**src/rtl/modbus_holding_regs_if.sv**
```systemverilog
// Register-bank bus between the Modbus function handler (master) and the
// holding-register bank (slave): write beats, write completion and reads.
interface modbus_holding_regs_if;
    // No backpressure: every cycle with reg_wen high carries one beat, and the
    // bank takes it unless a commit is in progress (then it is dropped).
    // reg_w_done is a one-cycle completion pulse qualifying reg_w_status.
    // rd_en samples rd_addr; rd_data/rd_err hold until the next rd_en.
    logic        reg_wen;
    logic [15:0] reg_waddr;
    logic [15:0] reg_wdat;
    logic        reg_wlast;
    logic        reg_wabort;
    logic        reg_w_done;
    logic        reg_w_status;
    logic        rd_en;
    logic [15:0] rd_addr;
    logic [15:0] rd_data;
    logic        rd_err;

    modport master (
        output reg_wen, reg_waddr, reg_wdat, reg_wlast, reg_wabort, rd_en, rd_addr,
        input  reg_w_done, reg_w_status, rd_data, rd_err
    );

    modport slave (
        input  reg_wen, reg_waddr, reg_wdat, reg_wlast, reg_wabort, rd_en, rd_addr,
        output reg_w_done, reg_w_status, rd_data, rd_err
    );
endinterface

```
**src/rtl/modbus_holding_regs.sv**
```systemverilog
// Modbus holding-register bank: bursts are staged in a shadow buffer and
// committed atomically when every beat was legal; a host port also writes regs.
module modbus_holding_regs #(
    parameter int                    N_REGS       = 8,
    parameter logic [15:0]           BASE_ADDR    = 16'h0000,
    parameter logic [16*N_REGS-1:0]  RESET_VALUES = '0,
    parameter logic [N_REGS-1:0]     WR_MASK      = '1,
    parameter int                    IDX_W        = (N_REGS > 1) ? $clog2(N_REGS) : 1
) (
    input  logic                  clk_in,
    input  logic                  rst_n_in,
    modbus_holding_regs_if.slave  bus,
    input  logic                  host_wen,
    input  logic [IDX_W-1:0]      host_idx,
    input  logic [15:0]           host_wdat,
    output logic                  host_wcoll,
    output logic [16*N_REGS-1:0]  regs_o,
    output logic [N_REGS-1:0]     reg_update,
    output logic [1:0]            dbg_state_o
);

    typedef enum logic [1:0] {
        S_IDLE    = 2'd0,
        S_COLLECT = 2'd1,
        S_COMMIT  = 2'd2
    } state_t;

    state_t              state_q;
    logic [15:0]         regs_q   [N_REGS];
    logic [15:0]         shadow_q [N_REGS];
    logic [N_REGS-1:0]   pending_q;
    logic                err_q;
    logic                done_q;
    logic                status_q;
    logic [N_REGS-1:0]   update_q;
    logic                coll_q;
    logic [15:0]         rd_data_q;
    logic                rd_err_q;

    logic [15:0]         widx;
    logic [15:0]         ridx;
    logic [N_REGS-1:0]   wsel;
    logic                wlegal;
    logic                rvalid;
    logic [15:0]         rdat;
    logic [N_REGS-1:0]   host_mask;
    logic [N_REGS-1:0]   commit_mask;

    // 16-bit wrap makes addresses below BASE_ADDR land far out of range.
    assign widx = bus.reg_waddr - BASE_ADDR;
    assign ridx = bus.rd_addr - BASE_ADDR;

    always_comb begin
        wsel      = '0;
        wlegal    = 1'b0;
        rvalid    = 1'b0;
        rdat      = '0;
        host_mask = '0;
        for (int i = 0; i < N_REGS; i++) begin
            if (widx == 16'(i)) begin
                wsel[i] = 1'b1;
                wlegal  = WR_MASK[i];
            end
            if (ridx == 16'(i)) begin
                rvalid = 1'b1;
                rdat   = regs_q[i];
            end
            if (host_wen && (host_idx == IDX_W'(i))) begin
                host_mask[i] = 1'b1;
            end
        end
        commit_mask = (state_q == S_COMMIT && !err_q) ? pending_q : '0;
    end

    always_ff @(posedge clk_in or negedge rst_n_in) begin
        if (!rst_n_in) begin
            state_q   <= S_IDLE;
            pending_q <= '0;
            err_q     <= 1'b0;
            done_q    <= 1'b0;
            status_q  <= 1'b0;
            update_q  <= '0;
            coll_q    <= 1'b0;
            rd_data_q <= '0;
            rd_err_q  <= 1'b0;
            for (int i = 0; i < N_REGS; i++) begin
                regs_q[i]   <= RESET_VALUES[16*i +: 16];
                shadow_q[i] <= '0;
            end
        end else begin
            done_q   <= 1'b0;
            status_q <= 1'b0;
            update_q <= '0;
            // A committing index beats a simultaneous host write to it.
            coll_q   <= |(host_mask & commit_mask);
            for (int i = 0; i < N_REGS; i++) begin
                if (commit_mask[i]) begin
                    regs_q[i] <= shadow_q[i];
                end else if (host_mask[i]) begin
                    regs_q[i] <= host_wdat;
                end
            end

            if (bus.rd_en) begin
                rd_data_q <= rdat;
                rd_err_q  <= !rvalid;
            end

            case (state_q)
                S_IDLE, S_COLLECT: begin
                    if (bus.reg_wabort) begin
                        pending_q <= '0;
                        err_q     <= 1'b0;
                        state_q   <= S_IDLE;
                    end else if (bus.reg_wen) begin
                        if (wlegal) begin
                            for (int i = 0; i < N_REGS; i++) begin
                                if (wsel[i]) begin
                                    shadow_q[i] <= bus.reg_wdat;
                                end
                            end
                            pending_q <= pending_q | wsel;
                        end else begin
                            err_q <= 1'b1;
                        end
                        state_q <= bus.reg_wlast ? S_COMMIT : S_COLLECT;
                    end
                end
                S_COMMIT: begin
                    done_q    <= 1'b1;
                    status_q  <= err_q;
                    update_q  <= commit_mask;
                    pending_q <= '0;
                    err_q     <= 1'b0;
                    state_q   <= S_IDLE;
                end
                default: state_q <= S_IDLE;
            endcase
        end
    end

    always_comb begin
        regs_o = '0;
        for (int i = 0; i < N_REGS; i++) begin
            regs_o[16*i +: 16] = regs_q[i];
        end
    end

    assign bus.reg_w_done   = done_q;
    assign bus.reg_w_status = status_q;
    assign bus.rd_data      = rd_data_q;
    assign bus.rd_err       = rd_err_q;
    assign reg_update       = update_q;
    assign host_wcoll       = coll_q;
    assign dbg_state_o      = state_q;

endmodule

```
**src/flat_wrapper.sv**
```systemverilog
// flat-port wrapper written by rule: the top's interface ports become plain ports
module modbus_holding_regs_flat 
#(
    parameter int                    N_REGS       = 8,
    parameter logic [15:0]           BASE_ADDR    = 16'h0000,
    parameter logic [16*N_REGS-1:0]  RESET_VALUES = '0,
    parameter logic [N_REGS-1:0]     WR_MASK      = '1,
    parameter int                    IDX_W        = (N_REGS > 1) ? $clog2(N_REGS) : 1
)
  (clk_in, rst_n_in, host_wen, host_idx, host_wdat, host_wcoll, regs_o, reg_update, dbg_state_o, bus_reg_wen, bus_reg_waddr, bus_reg_wdat, bus_reg_wlast, bus_reg_wabort, bus_rd_en, bus_rd_addr, bus_reg_w_done, bus_reg_w_status, bus_rd_data, bus_rd_err);
  modbus_holding_regs_if bus_i ();
  input  logic clk_in;
  input  logic rst_n_in;
  input  logic host_wen;
  input  logic [IDX_W-1:0] host_idx;
  input  logic [15:0] host_wdat;
  output logic host_wcoll;
  output logic [16*N_REGS-1:0] regs_o;
  output logic [N_REGS-1:0] reg_update;
  output logic [1:0] dbg_state_o;
  input wire logic [$bits(bus_i.reg_wen)-1:0] bus_reg_wen;
  input wire logic [$bits(bus_i.reg_waddr)-1:0] bus_reg_waddr;
  input wire logic [$bits(bus_i.reg_wdat)-1:0] bus_reg_wdat;
  input wire logic [$bits(bus_i.reg_wlast)-1:0] bus_reg_wlast;
  input wire logic [$bits(bus_i.reg_wabort)-1:0] bus_reg_wabort;
  input wire logic [$bits(bus_i.rd_en)-1:0] bus_rd_en;
  input wire logic [$bits(bus_i.rd_addr)-1:0] bus_rd_addr;
  output wire logic [$bits(bus_i.reg_w_done)-1:0] bus_reg_w_done;
  output wire logic [$bits(bus_i.reg_w_status)-1:0] bus_reg_w_status;
  output wire logic [$bits(bus_i.rd_data)-1:0] bus_rd_data;
  output wire logic [$bits(bus_i.rd_err)-1:0] bus_rd_err;
  assign bus_i.reg_wen = bus_reg_wen;
  assign bus_i.reg_waddr = bus_reg_waddr;
  assign bus_i.reg_wdat = bus_reg_wdat;
  assign bus_i.reg_wlast = bus_reg_wlast;
  assign bus_i.reg_wabort = bus_reg_wabort;
  assign bus_i.rd_en = bus_rd_en;
  assign bus_i.rd_addr = bus_rd_addr;
  assign bus_reg_w_done = bus_i.reg_w_done;
  assign bus_reg_w_status = bus_i.reg_w_status;
  assign bus_rd_data = bus_i.rd_data;
  assign bus_rd_err = bus_i.rd_err;
  modbus_holding_regs #(.N_REGS(N_REGS), .BASE_ADDR(BASE_ADDR), .RESET_VALUES(RESET_VALUES), .WR_MASK(WR_MASK), .IDX_W(IDX_W)) u_core (.clk_in(clk_in), .rst_n_in(rst_n_in), .bus(bus_i), .host_wen(host_wen), .host_idx(host_idx), .host_wdat(host_wdat), .host_wcoll(host_wcoll), .regs_o(regs_o), .reg_update(reg_update), .dbg_state_o(dbg_state_o));
endmodule
```
**config.mk**
```make
export PLATFORM = sky130hd
export DESIGN_NAME = modbus_holding_regs_flat
export DESIGN_NICKNAME = d
export VERILOG_FILES = /design/src/rtl/modbus_holding_regs_if.sv /design/src/rtl/modbus_holding_regs.sv /design/src/flat_wrapper.sv
export SDC_FILE = /design/constraint.sdc
export NUM_CORES = 1
export LEC_CHECK = 0
export ABC_AREA = 0
export BUFFER_PORTS_ARGS = -buffer_cell sky130_fd_sc_hd__clkbuf_2
export CAP_MARGIN = 20
export CORE_MARGIN = 2
export CORE_UTILIZATION = 40
export CTS_CLUSTER_SIZE = 8
export DETAILED_ROUTE_END_ITERATION = 8
export SETUP_SLACK_MARGIN = 0.1
export SYNTH_ARGS = -nofsm -noshare
export SYNTH_HDL_FRONTEND = slang
export SYNTH_SLANG_ARGS = --single-unit
```
**constraint.sdc**
```tcl
create_clock -name clk_in -period 2.4 [get_ports clk_in]
set_input_delay 0.24 -clock clk_in [delete_from_list [all_inputs] [get_ports clk_in]]
set_output_delay 0.24 -clock clk_in [all_outputs]
set_load 0.02 [all_outputs]
```
Word level (Yosys, flattened, before mapping)
Index checks and enable logic that the tools add are counted.
{"block": "op_classes", "n_reduce_logical": 36, "n_bitwise": 3, "mux": 71, "n_eq_ne": 26}
{"op": "$mux 16", "n": 24}
{"op": "$eq 16x3->1 const B", "n": 8}
{"op": "$eq 16x2->1 const B", "n": 4}
{"op": "$mux 8", "n": 5}
{"op": "$reduce_and 5->1", "n": 8}
{"op": "$mux 1", "n": 36}
{"op": "$eq 16x1->1 const B", "n": 2}
{"op": "$logic_not 16->1", "n": 2}
{"op": "$reduce_bool 2->1", "n": 9}
{"op": "$pmux 8 s2", "n": 1}
{"op": "$eq 3x3->1 const B", "n": 4}
{"op": "$logic_and 1x1->1", "n": 9}
{"op": "$and 8x8->8", "n": 1}
{"op": "$mux 2", "n": 4}
{"op": "$or 8x8->8", "n": 1}
{"op": "$reduce_or 8->1", "n": 1}
{"op": "$eq 3x2->1 const B", "n": 2}
{"op": "$ne 3x3->1 const B", "n": 2}
{"op": "$reduce_and 3->1", "n": 2}
{"op": "$eq 3x1->1 const B", "n": 1}
{"op": "$logic_not 3->1", "n": 1}
{"op": "$ne 3x2->1 const B", "n": 1}
{"op": "$eq 2x1->1 const B", "n": 1}
{"op": "$eq 2x2->1 const B", "n": 1}
{"op": "other kinds (5)", "n": 6}
{"block": "word_totals", "inputBits": 74, "reg_bits": 295, "elab_cells": 161}

Depth between registers and ports, before layout
{"block": "depth", "ltp_word": 13, "mapped_depth": 9}

Worst setup path before layout
Ideal clock, no wire load.
{"block": "synth_timing", "path_type": "input to register", "startpoint": "input bus_rd_addr[13]", "endpoint": "register u_core.rd_data_q[10], in the netlist u_core.bus.rd_data[10]", "setup_time_ns": 0.124, "required_ns": 2.276, "n_path_buf": 1, "setup_slack_ns": 0.250, "t_arrival_ns": 2.026, "cell_stages": 6, "cell_sequence": "or4_4 > nor4_4 > buf_6 > mux2_2 > a211oi_1 > nor2_1"}
{"block": "synth_via", "elab_chain_len": 9}
{"item": "start: declaration", "line_no": "flat_wrapper.sv:27", "source": "input wire logic [$bits(bus_i.rd_addr)-1:0] bus_rd_addr;"}
{"item": "$logic_not 16->1", "line_no": "modbus_holding_regs.sv:64", "source": "if (ridx == 16'(i)) begin"}
{"item": "$mux 16 (7 in a row)", "line_no": "modbus_holding_regs.sv:64"}
{"item": "$mux 16 (*)", "line_no": "modbus_holding_regs.sv:64"}
{"item": "end signal: assignment", "line_no": "modbus_holding_regs.sv:105", "source": "rd_data_q <= rdat;"}
{"item": "end: declaration", "line_no": "modbus_holding_regs.sv:37", "source": "logic [15:0] rd_data_q;"}
Every way passes the cells marked *; elsewhere a longest branch is shown, timed or not.
A chain may end at the register's enable or synchronous reset.

Worst setup path after layout
{"block": "layout_timing", "startpoint": "input bus_rd_addr[13]", "endpoint": "register u_core.rd_data_q[3], in the netlist u_core.bus.rd_data[3]"}
Same word-level chain as after synthesis.

==> flow_metrics.env <==
export IMPL_finalHoldViolCount=0
export IMPL_ys_flop_type="dfrtp_1"
export IMPL_slew_headroom_pct=65.1
export IMPL_grt_ovfl_total=0
export IMPL_synth_edf_count=0
export IMPL_synthTopCellsByArea="dfrtp_1 54%, mux2_2 11%, mux2i_1 9.6%, o21ai_0 5.3%, nand2_1 4.3%"
export IMPL_cts_root_buf="clkbuf_16"
export IMPL_coreArea_um2=33400
export IMPL_synthesis_area_um2=13600
export IMPL_post_cts_buffers=0
export IMPL_cp_max_fo=15
export IMPL_fin_skew_ns=0.00829
export IMPL_async_flop_share_pct=100
export IMPL_fin_ws_ns=0.378
export IMPL_yosys_warnings=0
export IMPL_finalCritPeriodShare_pct=84.3
export IMPL_leakagePower_nw=8.00
export IMPL_end_kind="flop"
export IMPL_clk_latency_ns=0.53
export IMPL_postRouteAntennaNets=0
export IMPL_track_usage_pct=23.6
export IMPL_multiInputGateArea_um2=5760
export IMPL_fin_nets=1518
export IMPL_clk_pin_slew_worst_paths_ns=0.05
export IMPL_drive_above_1_share_pct=34.5
export IMPL_place_hpwl_um=30300
export IMPL_status="finished, final reports clean"
export IMPL_grt_util_met3_pct=4.53
export IMPL_cts_max_level=2
export IMPL_synth_commonest_cells="295 x dfrtp_1, 154 x nand2_1, 144 x o21ai_0"
export IMPL_fill_cells=3019
export IMPL_busiest_layer="met2"
export IMPL_start_util_pct=40.6
export IMPL_grt_pass1_vias=10100
export IMPL_met1_usage_pct=34.1
export IMPL_drt_total_wl_um=42000
export IMPL_start_kind="input pin"
export IMPL_gp_congestion=0.871
export IMPL_rsz0062_at_grt="no"
export IMPL_crit_required_ns=2.78
export IMPL_min_period_ns=2.02
export IMPL_yosysSeqAreaShare_pct=54.4
export IMPL_path_class="in -> reg"
export IMPL_grt_pass1_wl_um=63700
export IMPL_dieWidth_um=188
export IMPL_rrSetupSlack_ns=0.41
export IMPL_syn_mean_instance_area_um2=11.4
export IMPL_yosys_area_top_type="dfrtp_1"
export IMPL_tightest_slew_ns=0.519
export IMPL_synthCells=1195
export IMPL_drv_cap=0
export IMPL_cts_tree="done"
export IMPL_dr_pass1_iters=5
export IMPL_numPortBuffers=231
export IMPL_peakVddDrop_v=0.000487
export IMPL_synth_nets=1269
export IMPL_cts_resized=0
export IMPL_yosysUniqueCellTypes=55
export IMPL_clock_sinks=295
export IMPL_slew_viol_final=0
export IMPL_grt_use_met2_pct=36.2
export IMPL_antenna_found_initial=2
export IMPL_yosysTopAreaCellShare_pct=54.4
export IMPL_area_growth_pct=23.0
export IMPL_die_area_um2=35400
export IMPL_reg2regPathDepth=6
export IMPL_final_area_um2=16700
export IMPL_crit_start="bus_rd_addr[13]"
export IMPL_drc=0
export IMPL_routedWlPerCell_um=22.2
export IMPL_place_area_um2=15600
export IMPL_min_path_type="in -> reg"
export IMPL_synth_seq_cells=295
export IMPL_final_seq_area_um2=7380
export IMPL_fmax_ghz=0.495
export IMPL_routed_via_density=5.45
export IMPL_chipHeight_um=188
export IMPL_clockBufferDepth=3
export IMPL_worstPathArrival_ns=2.41
export IMPL_place_ws_ns=-0.0675
export IMPL_io_pins=232
export IMPL_drt_iter0_markers=629
export IMPL_powerDensity_nw_per_um2=804
export IMPL_reg2reg_from="u_core.dbg_state_o[1]$_DFFE_PN0P_"
export IMPL_min_delay_path_depth=2
export IMPL_r2r_end="u_core.shadow_q[8]$_DFFE_PN0P_"
export IMPL_vias=10300
export IMPL_rows=67
export IMPL_synth_most_common_cell="dfrtp_1"
export IMPL_cts_buffers_inserted=42
export IMPL_setup_violations_final=0
export IMPL_grt_max_degree=84
export IMPL_hp_start="bus_reg_wen"
export IMPL_setup_worst_path_end="u_core.bus.rd_data[3]$_DFFE_PN0P_"
[registers in the layout (all words and copies together) (netlist names)]
signal	flops
u_core.bus.rd_err	1
u_core.regs_o	128
u_core.bus.reg_w_done	1
u_core.bus.rd_data	16
u_core.shadow_q	128
u_core.bus.reg_w_status	1
u_core.host_wcoll	1
u_core.dbg_state_o	2
u_core.err_q	1
u_core.reg_update	8
u_core.pending_q	8
[power breakdown]
group          total, mW  leakage, nW  internal [mW]  switching (mW)
logic               2.22         3.71          0.773            1.45
clock network       5.17        0.545           3.14            2.03
registers           6.04         3.75           5.49           0.552
[how the worst min path moves through the flow]
stage                     slack [ns]                           endpoint
after floorplan                -0.06  u_core.bus.rd_data[0]$_DFFE_PN0P_
after CTS                       0.04  u_core.dbg_state_o[1]$_DFFE_PN0P_
after detailed placement        0.16  u_core.dbg_state_o[0]$_DFFE_PN0P_
final                           0.05  u_core.dbg_state_o[1]$_DFFE_PN0P_
after global placement          0.15    u_core.bus.reg_w_done$_DFF_PN0_
after global routing            0.06  u_core.dbg_state_o[1]$_DFFE_PN0P_
[metrics by stage]
step / hold WS [ns] / TNS (ns) / instances / utilization, % / power (mW)
after floorplan: -0.0556 / 0 / 1195 / - / 7.15
after global placement: 0.155 / -0.0698 / 1844 / 46.5 / 8.30
after detailed placement: 0.155 / -0.126 / 1844 / 46.5 / 8.34
after CTS: 0.0396 / 0 / 1894 / 49.9 / 13.6
after global routing: 0.0578 / 0 / 1894 / 49.9 / 14.0
final: 0.0479 / 0 / 1895 / 49.9 / 13.4
[metal layers]
layer	up-vias	wire length (um)
met2	321	18900
met4	0	1040
li1	4731	-
met1	5221	19500
met3	61	2620
met5	-	0
[critical path: stages]
cell      delay, ns
clkbuf_2       0.09
or4_4          0.56
nor4_4         0.37
buf_12         0.21
mux2_2         0.37
a211oi_1       0.44
nor2_1         0.11
[area by class of cell]
cell class	instances	share of cell area (%)
sequential	295	44.2
multi-input combinational	798	34.5
timing repair buffer	301	11.2
clock buffer	44	6.46
tap	448	3.36
clock inverter	2	0.195
inverter	6	0.135
antenna	1	0.0150
[kinds of logic (layout without fill, tap and decap cells)]
kind of cell | count (synthesis) | in the layout | share of synthesized area [%]
other cells | 0 | 1 | 0
mux | 274 | 274 | 22.0
simple gates | 296 | 296 | 10.3
buf+inv | 102 | 353 | 3.37
compound gates | 228 | 228 | 10.0
flops | 295 | 295 | 54.4
[cells in the final DEF, fill, tap and decap left out, types with 4 or more instances in the layout]
cell | synthesis | layout
buf_12 | 0 | 13
clkbuf_16 | 0 | 43
o21ai_0 | 144 | 144
buf_4 | 6 | 53
nand2b_1 | 5 | 5
inv_1 | 6 | 6
nor2b_1 | 10 | 10
mux2_4 | 10 | 10
nand2_1 | 154 | 154
nand3_1 | 5 | 5
nor4_1 | 4 | 4
mux2i_1 | 130 | 130
a21oi_1 | 9 | 9
mux2_1 | 5 | 5
and3_1 | 16 | 16
mux2_2 | 127 | 127
nor2_1 | 59 | 59
o22ai_1 | 14 | 14
a2bb2oi_1 | 14 | 14
a211oi_1 | 16 | 16
a221o_1 | 13 | 13
dlygate4sd3_1 | 0 | 4
dfrtp_1 | 295 | 295
clkbuf_2 | 0 | 230
and2_1 | 9 | 9
nor3_1 | 6 | 4
[what timing repair did]
action | CTS | global route
setup endpoints to repair | 0 | 0
endpoints found under the hold margin | 39 | 0
hold buffers | 4 | 0
Power figures use the tool's default switching activity.
